## config.mk

```make
export PLATFORM = sky130hd
export DESIGN_NAME = router_output_channel
export DESIGN_NICKNAME = d
export VERILOG_FILES = /design/src/rtl/router_pkg.sv /design/src/rtl/router_vc_fifo.sv /design/src/rtl/router_output_channel.sv
export SDC_FILE = /design/constraint.sdc
export NUM_CORES = 1
export LEC_CHECK = 0
export ABC_CLOCK_PERIOD_IN_PS = 8550
export CAP_MARGIN = 20
export CORE_MARGIN = 1.5
export CORE_UTILIZATION = 30
export CTS_CLUSTER_SIZE = 28
export DETAILED_ROUTE_END_ITERATION = 12
export PLACE_DENSITY = 0.54
export SLEW_MARGIN = 10
export SYNTH_ARGS = -nofsm -noshare
export SYNTH_HDL_FRONTEND = slang
export SYNTH_SLANG_ARGS = --single-unit
export TNS_END_PERCENT = 20
```

## constraint.sdc

```tcl
create_clock -name clk -period 8.55 [get_ports clk]
set_clock_uncertainty 0.15 [all_clocks]
set_input_delay 0.855 -clock clk [delete_from_list [all_inputs] [get_ports clk]]
set_output_delay 0.855 -clock clk [all_outputs]
set_load 0.02 [all_outputs]
```

## src/rtl/router_pkg.sv

```systemverilog
// Constants shared by the router output-channel slice: packet width and
// virtual-channel numbering (even phase feeds VC0, odd phase feeds VC1).
package router_pkg;

    localparam int DATA_W = 64;
    localparam int VC_NUM = 2;

    localparam logic VC_EVEN = 1'b0;
    localparam logic VC_ODD  = 1'b1;

    // The link side always drains the VC opposite to the current write phase.
    function automatic logic drain_vc(input logic polarity);
        return ~polarity;
    endfunction

endpackage

```

## src/rtl/router_vc_fifo.sv

```systemverilog
// Single virtual-channel FIFO: power-of-two depth, wrapping pointers and an
// occupancy counter; the head entry is presented combinationally.
module router_vc_fifo
    import router_pkg::*;
#(
    parameter int WIDTH = 64,
    parameter int DEPTH = 2
) (
    input  logic                     clk,
    input  logic                     rst,
    input  logic                     push,
    input  logic [WIDTH-1:0]         push_data,
    input  logic                     pop,
    output logic [WIDTH-1:0]         head,
    output logic [$clog2(DEPTH):0]   count,
    output logic                     full,
    output logic                     empty
);

    localparam int PTR_W = $clog2(DEPTH);
    localparam int CNT_W = PTR_W + 1;

    logic [WIDTH-1:0] mem [DEPTH];

    logic [PTR_W-1:0] wr_ptr_q, wr_ptr_d;
    logic [PTR_W-1:0] rd_ptr_q, rd_ptr_d;
    logic [CNT_W-1:0] count_q, count_d;

    logic do_push;
    logic do_pop;

    assign full    = (count_q == CNT_W'(DEPTH));
    assign empty   = (count_q == '0);
    assign count   = count_q;
    assign head    = mem[rd_ptr_q];

    // Guard against overflow/underflow even if the caller misbehaves.
    assign do_push = push && !full;
    assign do_pop  = pop && !empty;

    always_comb begin
        wr_ptr_d = wr_ptr_q;
        rd_ptr_d = rd_ptr_q;
        count_d  = count_q;
        if (do_push) begin
            wr_ptr_d = wr_ptr_q + PTR_W'(1);
        end
        if (do_pop) begin
            rd_ptr_d = rd_ptr_q + PTR_W'(1);
        end
        if (do_push && !do_pop) begin
            count_d = count_q + CNT_W'(1);
        end else if (do_pop && !do_push) begin
            count_d = count_q - CNT_W'(1);
        end
    end

    always_ff @(posedge clk or posedge rst) begin
        if (rst) begin
            wr_ptr_q <= '0;
            rd_ptr_q <= '0;
            count_q  <= '0;
        end else begin
            wr_ptr_q <= wr_ptr_d;
            rd_ptr_q <= rd_ptr_d;
            count_q  <= count_d;
        end
    end

    always_ff @(posedge clk) begin
        if (do_push) begin
            mem[wr_ptr_q] <= push_data;
        end
    end

endmodule

```

## src/rtl/router_output_channel.sv

```systemverilog
// Router output port buffer: two phase-steered VC FIFOs and the registered link
// driver. Optional counters are enabled by defining ROUTER_OC_STATS_EN.
module router_output_channel #(
    parameter int DATA_W   = router_pkg::DATA_W,
    parameter int VC_DEPTH = 2
) (
    input  logic              clk,
    input  logic              reset,
    input  logic              polarity,
    input  logic              in_valid,
    input  logic [DATA_W-1:0] in_data,
    output logic              in_ready,
    input  logic              out_ready,
    output logic              send,
    output logic [DATA_W-1:0] data_out,
`ifdef ROUTER_OC_STATS_EN
    output logic [15:0]       tx_count,
    output logic [15:0]       drop_count,
`endif
    output logic              out_vc
);

    import router_pkg::*;

    localparam int CNT_W = $clog2(VC_DEPTH) + 1;

    logic [DATA_W-1:0] vc_head  [VC_NUM];
    logic [CNT_W-1:0]  vc_count [VC_NUM];
    logic              vc_full  [VC_NUM];
    logic              vc_empty [VC_NUM];
    logic              vc_push  [VC_NUM];
    logic              vc_pop   [VC_NUM];

    logic              pop_vc;
    logic              can_pop;

    logic              send_q, send_d;
    logic [DATA_W-1:0] data_out_q, data_out_d;
    logic              out_vc_q, out_vc_d;

    assign pop_vc   = drain_vc(polarity);
    assign in_ready = !vc_full[polarity];
    assign can_pop  = out_ready && !vc_empty[pop_vc];

    genvar gi;
    generate
        for (gi = 0; gi < VC_NUM; gi++) begin : g_vc
            localparam logic VC_ID = (gi == 0) ? VC_EVEN : VC_ODD;

            assign vc_push[gi] = in_valid && in_ready && (polarity == VC_ID);
            assign vc_pop[gi]  = can_pop && (pop_vc == VC_ID);

            router_vc_fifo #(
                .WIDTH (DATA_W),
                .DEPTH (VC_DEPTH)
            ) u_fifo (
                .clk       (clk),
                .rst       (reset),
                .push      (vc_push[gi]),
                .push_data (in_data),
                .pop       (vc_pop[gi]),
                .head      (vc_head[gi]),
                .count     (vc_count[gi]),
                .full      (vc_full[gi]),
                .empty     (vc_empty[gi])
            );

            always_ff @(posedge clk) begin
                if (!reset) begin
                    assert (vc_count[gi] <= CNT_W'(VC_DEPTH));
                end
            end
        end
    endgenerate

    always_comb begin
        send_d     = 1'b0;
        data_out_d = '0;
        out_vc_d   = 1'b0;
        if (can_pop) begin
            send_d     = 1'b1;
            data_out_d = vc_head[pop_vc];
            out_vc_d   = pop_vc;
        end
    end

    always_ff @(posedge clk or posedge reset) begin
        if (reset) begin
            send_q     <= 1'b0;
            data_out_q <= '0;
            out_vc_q   <= 1'b0;
        end else begin
            send_q     <= send_d;
            data_out_q <= data_out_d;
            out_vc_q   <= out_vc_d;
        end
    end

    assign send     = send_q;
    assign data_out = data_out_q;
    assign out_vc   = out_vc_q;

`ifdef ROUTER_OC_STATS_EN
    logic [15:0] tx_count_q, tx_count_d;
    logic [15:0] drop_count_q, drop_count_d;

    // tx_count tracks each send as it is registered; drops saturate.
    always_comb begin
        tx_count_d   = tx_count_q;
        drop_count_d = drop_count_q;
        if (send_d) begin
            tx_count_d = tx_count_q + 16'd1;
        end
        if (in_valid && !in_ready && (drop_count_q != 16'hFFFF)) begin
            drop_count_d = drop_count_q + 16'd1;
        end
    end

    always_ff @(posedge clk or posedge reset) begin
        if (reset) begin
            tx_count_q   <= '0;
            drop_count_q <= '0;
        end else begin
            tx_count_q   <= tx_count_d;
            drop_count_q <= drop_count_d;
        end
    end

    assign tx_count   = tx_count_q;
    assign drop_count = drop_count_q;
`endif

endmodule

```

## Word level (Yosys, flattened, before mapping)

Memory sizes are Yosys's and may differ from the RTL's.
Index checks and enable logic that the tools add are counted.
Widths: inputs -> output; s select.

- Register bits: 74
- Memory bits (writable): 256
- Output and inout port bits: 67
- Logic and storage cells: 74
- Memories kept: 2

Memory list:

| memory | depth | bits a word | read ports | clocked after memory_dff | wr ports | line | text |
|---|---|---|---|---|---|---|---|
| g_vc[0].u_fifo.mem | 2 | 64 | 1 | 0 | 1 | router_vc_fifo.sv:23 | `logic [WIDTH-1:0] mem [DEPTH];` |
| g_vc[1].u_fifo.mem | 2 | 64 | 1 | 0 | 1 | router_vc_fifo.sv:23 |  |

- Add/subtract/negate cells: 8
- $lt $le $gt $ge: 2
- Equality and inequality tests: 2
- Muxes and demuxes: 20
- Bitwise gates (word level): 3
- Reduce and logical (&&, ||, !) cells: 28

Operators by type and width:

| cell | number |
|---|---|
| $mux 64 | 4 |
| $logic_and 1x1->1 | 14 |
| $mux 1 | 12 |
| $logic_not 1->1 | 10 |
| $mux 2 | 4 |
| $add 1x1->1 const B | 4 |
| $add 2x1->2 const B | 2 |
| $eq 2x2->1 const B | 2 |
| $ge 2x2->1 const B | 2 |
| $logic_not 2->1 | 2 |
| $not 1->2 | 2 |
| $reduce_bool 2->1 | 2 |
| $sub 2x1->2 const B | 2 |
| $not 1->1 | 1 |

## Depth between registers and ports, before layout

- Word-level depth: 12
- Depth in mapped cells: 7

## Hierarchy

From an unflattened synthesis, not the netlist that was laid out.

- Cell total of the unflattened synthesis: 734
- Area, all modules: 13085.0 um2

By module, submodules not included:

| module | times used | cells each | area an instance (um2) | seq. area each (um2) |
|---|---|---|---|---|
| router_vc_fifo | 2 | 219 | 5024.8 | 3943.8 |
| router_output_channel | 1 | 296 | 3035.4 | 1651.6 |

## Worst setup path before layout

Ideal clock, no wire load.

- Kind: input to register
- Start point: in in_valid
- End point: mem g_vc[1].u_fifo.mem[0][0], enable pin
- Arrival: 3.923 ns
- Data required time: 7.906 ns
- Slack: 3.983 ns
- Stages: 2
- Path through: and3_1 > nor2b_1

- Cells in the longest elaborated chain, start to end: 5

Ends and longest elaborated chain:

| what | line | text |
|---|---|---|
| start: declaration | router_output_channel.sv:10 | `input logic in_valid,` |
| $logic_and 1x1->1 (2 in series) | router_output_channel.sv:50 | `assign vc_push[gi] = in_valid && in_ready && (polarity == VC_ID);` |
| $logic_and 1x1->1 | router_vc_fifo.sv:38 | `assign do_push = push && !full;` |
| $mux 1 | router_vc_fifo.sv:71 | `if (do_push) begin` |
| $mux 1 (implied by the code) | router_vc_fifo.sv:72 | `mem[wr_ptr_q] <= push_data;` |
| end: declaration | router_vc_fifo.sv:23 |  |

No other way between the ends.

## Final worst setup path

- Start point: in polarity
- End point: out in_ready

- Cells in the longest elaborated chain, start to end: 5

Ends and longest elaborated chain:

| what | line | text |
|---|---|---|
| start: declaration | router_output_channel.sv:9 | `input logic polarity,` |
| $not 1->2 (implied by the code) | router_output_channel.sv:42 | `assign in_ready = !vc_full[polarity];` |
| $mux 1 (implied by the code) (3 in series) | router_output_channel.sv:42 |  |
| $logic_not 1->1 | router_output_channel.sv:42 |  |
| end: declaration | router_output_channel.sv:12 | `output logic in_ready,` |

No other way between the ends. The select of a mux whose other input is x is not followed.

==> summary.txt <==
Status
  – Status: finished, final reports clean

Final layout
  – Layout cells sized above 1: 8.98%
  – Post-route cell area: 14700 µm²
  – Final Non-Filler Cells: around 1300
  – Syn-to-layout area delta: 26.1%
  – Fin nets: 802
  – Final core occ: 38.2%

Drt
  – DR iter-0 viols: between 300 and 400
  – Post-Route M1 WL: 10.8 mm
  – Met2 WL post-DR: 11.4 mm
  – Highest routed layer: met5
  – Vias per cell: 4.35
  – DR WL/cell: 19.0 µm
  – Met3 wire len: 1.71 mm
  – Antenna viol nets, final: 0
  – Drt total wl: 24.3 mm
  – Via count: 5570
  – TritonRoute pass-1 iters: 4
  – Drt drc: 0

Floorplanning
  – Die height: 200 µm
  – Die area: 40000 µm²
  – Core Box Area: 38500 µm²
  – I/O pins: between 100 and 150
  – Row cnt: 72
  – Initial Util: 30.3%
  – Die width: 200 µm

Timing
  – Max Fclk: 299 MHz
  – Max_slew headroom: 30.5%
  – Min Tclk post-route: 3.34 ns
  – Final WS setup: 5.21 ns
  – Least-Margin Pin Slew: between 1 and 1.5 ns
  – RSZ-0062 raised after global routing: false
  – Pins over their slew limit: 0
  – Fin. Hold Viols: 0
  – Crit share post-route: about two fifths
  – Count of final setup violators: 0
  – Hold slack final: around 0.39 ns
  – Setup tns final: 0 ns

Clock tree
  – Post-CTS setup buffers: 0
  – Clock transition at path regs: 0.06 ns
  – Post-cts sizing count: 0
  – CTS Buf Count: 34
  – CTS tree: yes
  – # hold bufs at CTS: 0
  – CTS Buffer Depth: 3
  – H-tree depth: 2
  – CTS sink cnt: 330
  – Worst skew pair latency: 0.50 ns
  – Clock Tree Root: clkbuf_16

GRT
  – GRT Util Overall: 12.2%
  – First-pass GRT wire length: 36.4 mm
  – Grt ovf: 0
  – Largest net degree at the start of global routing: 68
  – Initial antenna violation count: 7
  – Vias in the first global route: 5821

Worst hold path
  – Hold Crit Class: register to register

Synth
  – Synth Net Count: 652
  – Synth Cell Area: 11700 µm²
  – Main synth FF type: edfxtp_1
  – Yosys top cell area share: 66.0%
  – EDFF count, synth: around 260
  – Most frequent cell after synthesis: edfxtp_1
  – Synth unique cells: 23
  – Synth Instances: 581
  – Ys async rst share: 22.4%
  – Most frequent cells after synthesis: 256 x edfxtp_1, 128 x mux2i_1, 74 x dfrtp_1
  – Synth area leaders: edfxtp_1 66%, dfrtp_1 16%, mux2i_1 11%
  – Yosys warning count: 0
  – Register bit total from synthesis: 330
  – Area leader, netlist: edfxtp_1
  – Sequential-to-total area share from yosys stat: 81.9%
  – Syn_area_per_cell: 20.1 µm²

Critical path
  – Worst Path Required: 7.55 ns
  – Worst EP arrival: about 2.3 ns
  – Worst-path maximum fanout: 5
  – CP Class: primary input to primary output
  – Most used cell, CP: clkdlybuf4s50_1
  – CP max-delay cell: clkdlybuf4s50_1
  – Crit path max-delay family: buffers and inverters
  – Cell Chain, Critical Path: clkdlybuf4s50_1 -> mux2_2 -> clkdlybuf4s50_1
  – Flop2flop setup slack: between 6 and 7 ns
  – Worst stage delay on the critical path: 0.59 ns
  – CP endpoint kind: primary output
  – Startpoint types: primary input
  – Buf+Inv Stages, Crit Path: 2

Placement
  – Pre-CTS setup slack: 5.16 ns
  – Dpl cell area: 13600 µm²
  – Placed Cells: 1213
  – PortBufs: 135
  – Routability cong.: approximately 0.65
  – DP Wirelength: around 13 mm

Power and ir drop
  – Overall power: between 4 and 5 mW
  – Worst IR Drop VDD: 0.148 mV
  – Leakage dissipation: approximately 5.4 nW
  – Power density over the cells: around 310 nW/µm²

Flow run
  – Number of max-cap violations: 0
[cells by family after synthesis]
family	Yosys count	synth area share [%]
compound gates	67	3.74
xor+xnor	10	0.752
fa+ha+maj	2	0.215
buf+inv	32	1.81
flops	330	81.9
mux	129	11.1
simple gates	11	0.515
[flip-flops by register name, summed over array words and instances, names as in the netlist]
signal                cells
g_vc.u_fifo.mem         256
g_vc.u_fifo.rd_ptr_q      2
data_out                 64
g_vc.u_fifo.count         4
g_vc.u_fifo.wr_ptr_q      2
send                      1
out_vc                    1
[routing by layer]
layer / GRT usage (%) / vias to the layer above
met3: 4.18 / 36
met5: 0 / -
li1: - / 2586
met4: 3.31 / 10
met2: 19.1 / 113
met1: 16.2 / 2825
[cell usage in the layout, fill, tap and decap left out]
cell type and count:
edfxtp_1 256, clkdlybuf4s50_1 135, mux2i_1 128, dfrtp_1 72, o22ai_1 64, clkbuf_16 37
clkbuf_1 10, clkbuf_8 7, clkinv_2 6, buf_4 6, xnor2_1 5, xor2_1 5
diode_2 4, inv_1 3, o211ai_4 2, nand2b_1 2, and2_4 2, nor2_1 2
ha_1 2, dfrtp_4 2, or3_1 1, o311a_1 1, nand3_1 1, and3_1 1
nor2_4 1, mux2_2 1, nor2b_4 1, inv_4 1, clkinv_1 1, inv_6 1
buf_16 1
[area by class of cell]
class | count | area (µm²)
fillers | 3502 | 23800
well taps | 518 | 648
inverters | 4 | 17.5
clock inverters | 8 | 42.5
diodes | 4 | 10.0
flip-flops and latches | 330 | 9550
multi-input cells | 219 | 1940
clock buffers | 54 | 1060
repair buffers | 142 | 1420
[final timing paths]
path,cells past startpoint,from,end
worst max-delay path,3,polarity,in_ready
worst min-delay path,2,g_vc[0].u_fifo.mem[0][25],data_out[25]
worst max register to register,4,g_vc[1].u_fifo.count[0],g_vc[1].u_fifo.mem[0][33]
worst min register to register,2,g_vc[0].u_fifo.mem[0][25],data_out[25]
max in group asynchronous,3,reset,g_vc[1].u_fifo.rd_ptr_q
min in group asynchronous,2,reset,data_out[41]
[worst register-to-register path: cells and delay by family, from the launching register on]
kind,cells,cell delay (ns)
flops,1,0.49
buf+inv,1,0.77
simple gates,3,0.58
[power breakdown]
group / total, mW / internal [mW] / switching (mW)
Clock: 1.43 / 0.852 / 0.573
Combinational: 0.975 / 0.445 / 0.530
Sequential: 2.17 / 2.01 / 0.161
Note: power is estimated with default switching activity, not from simulation.
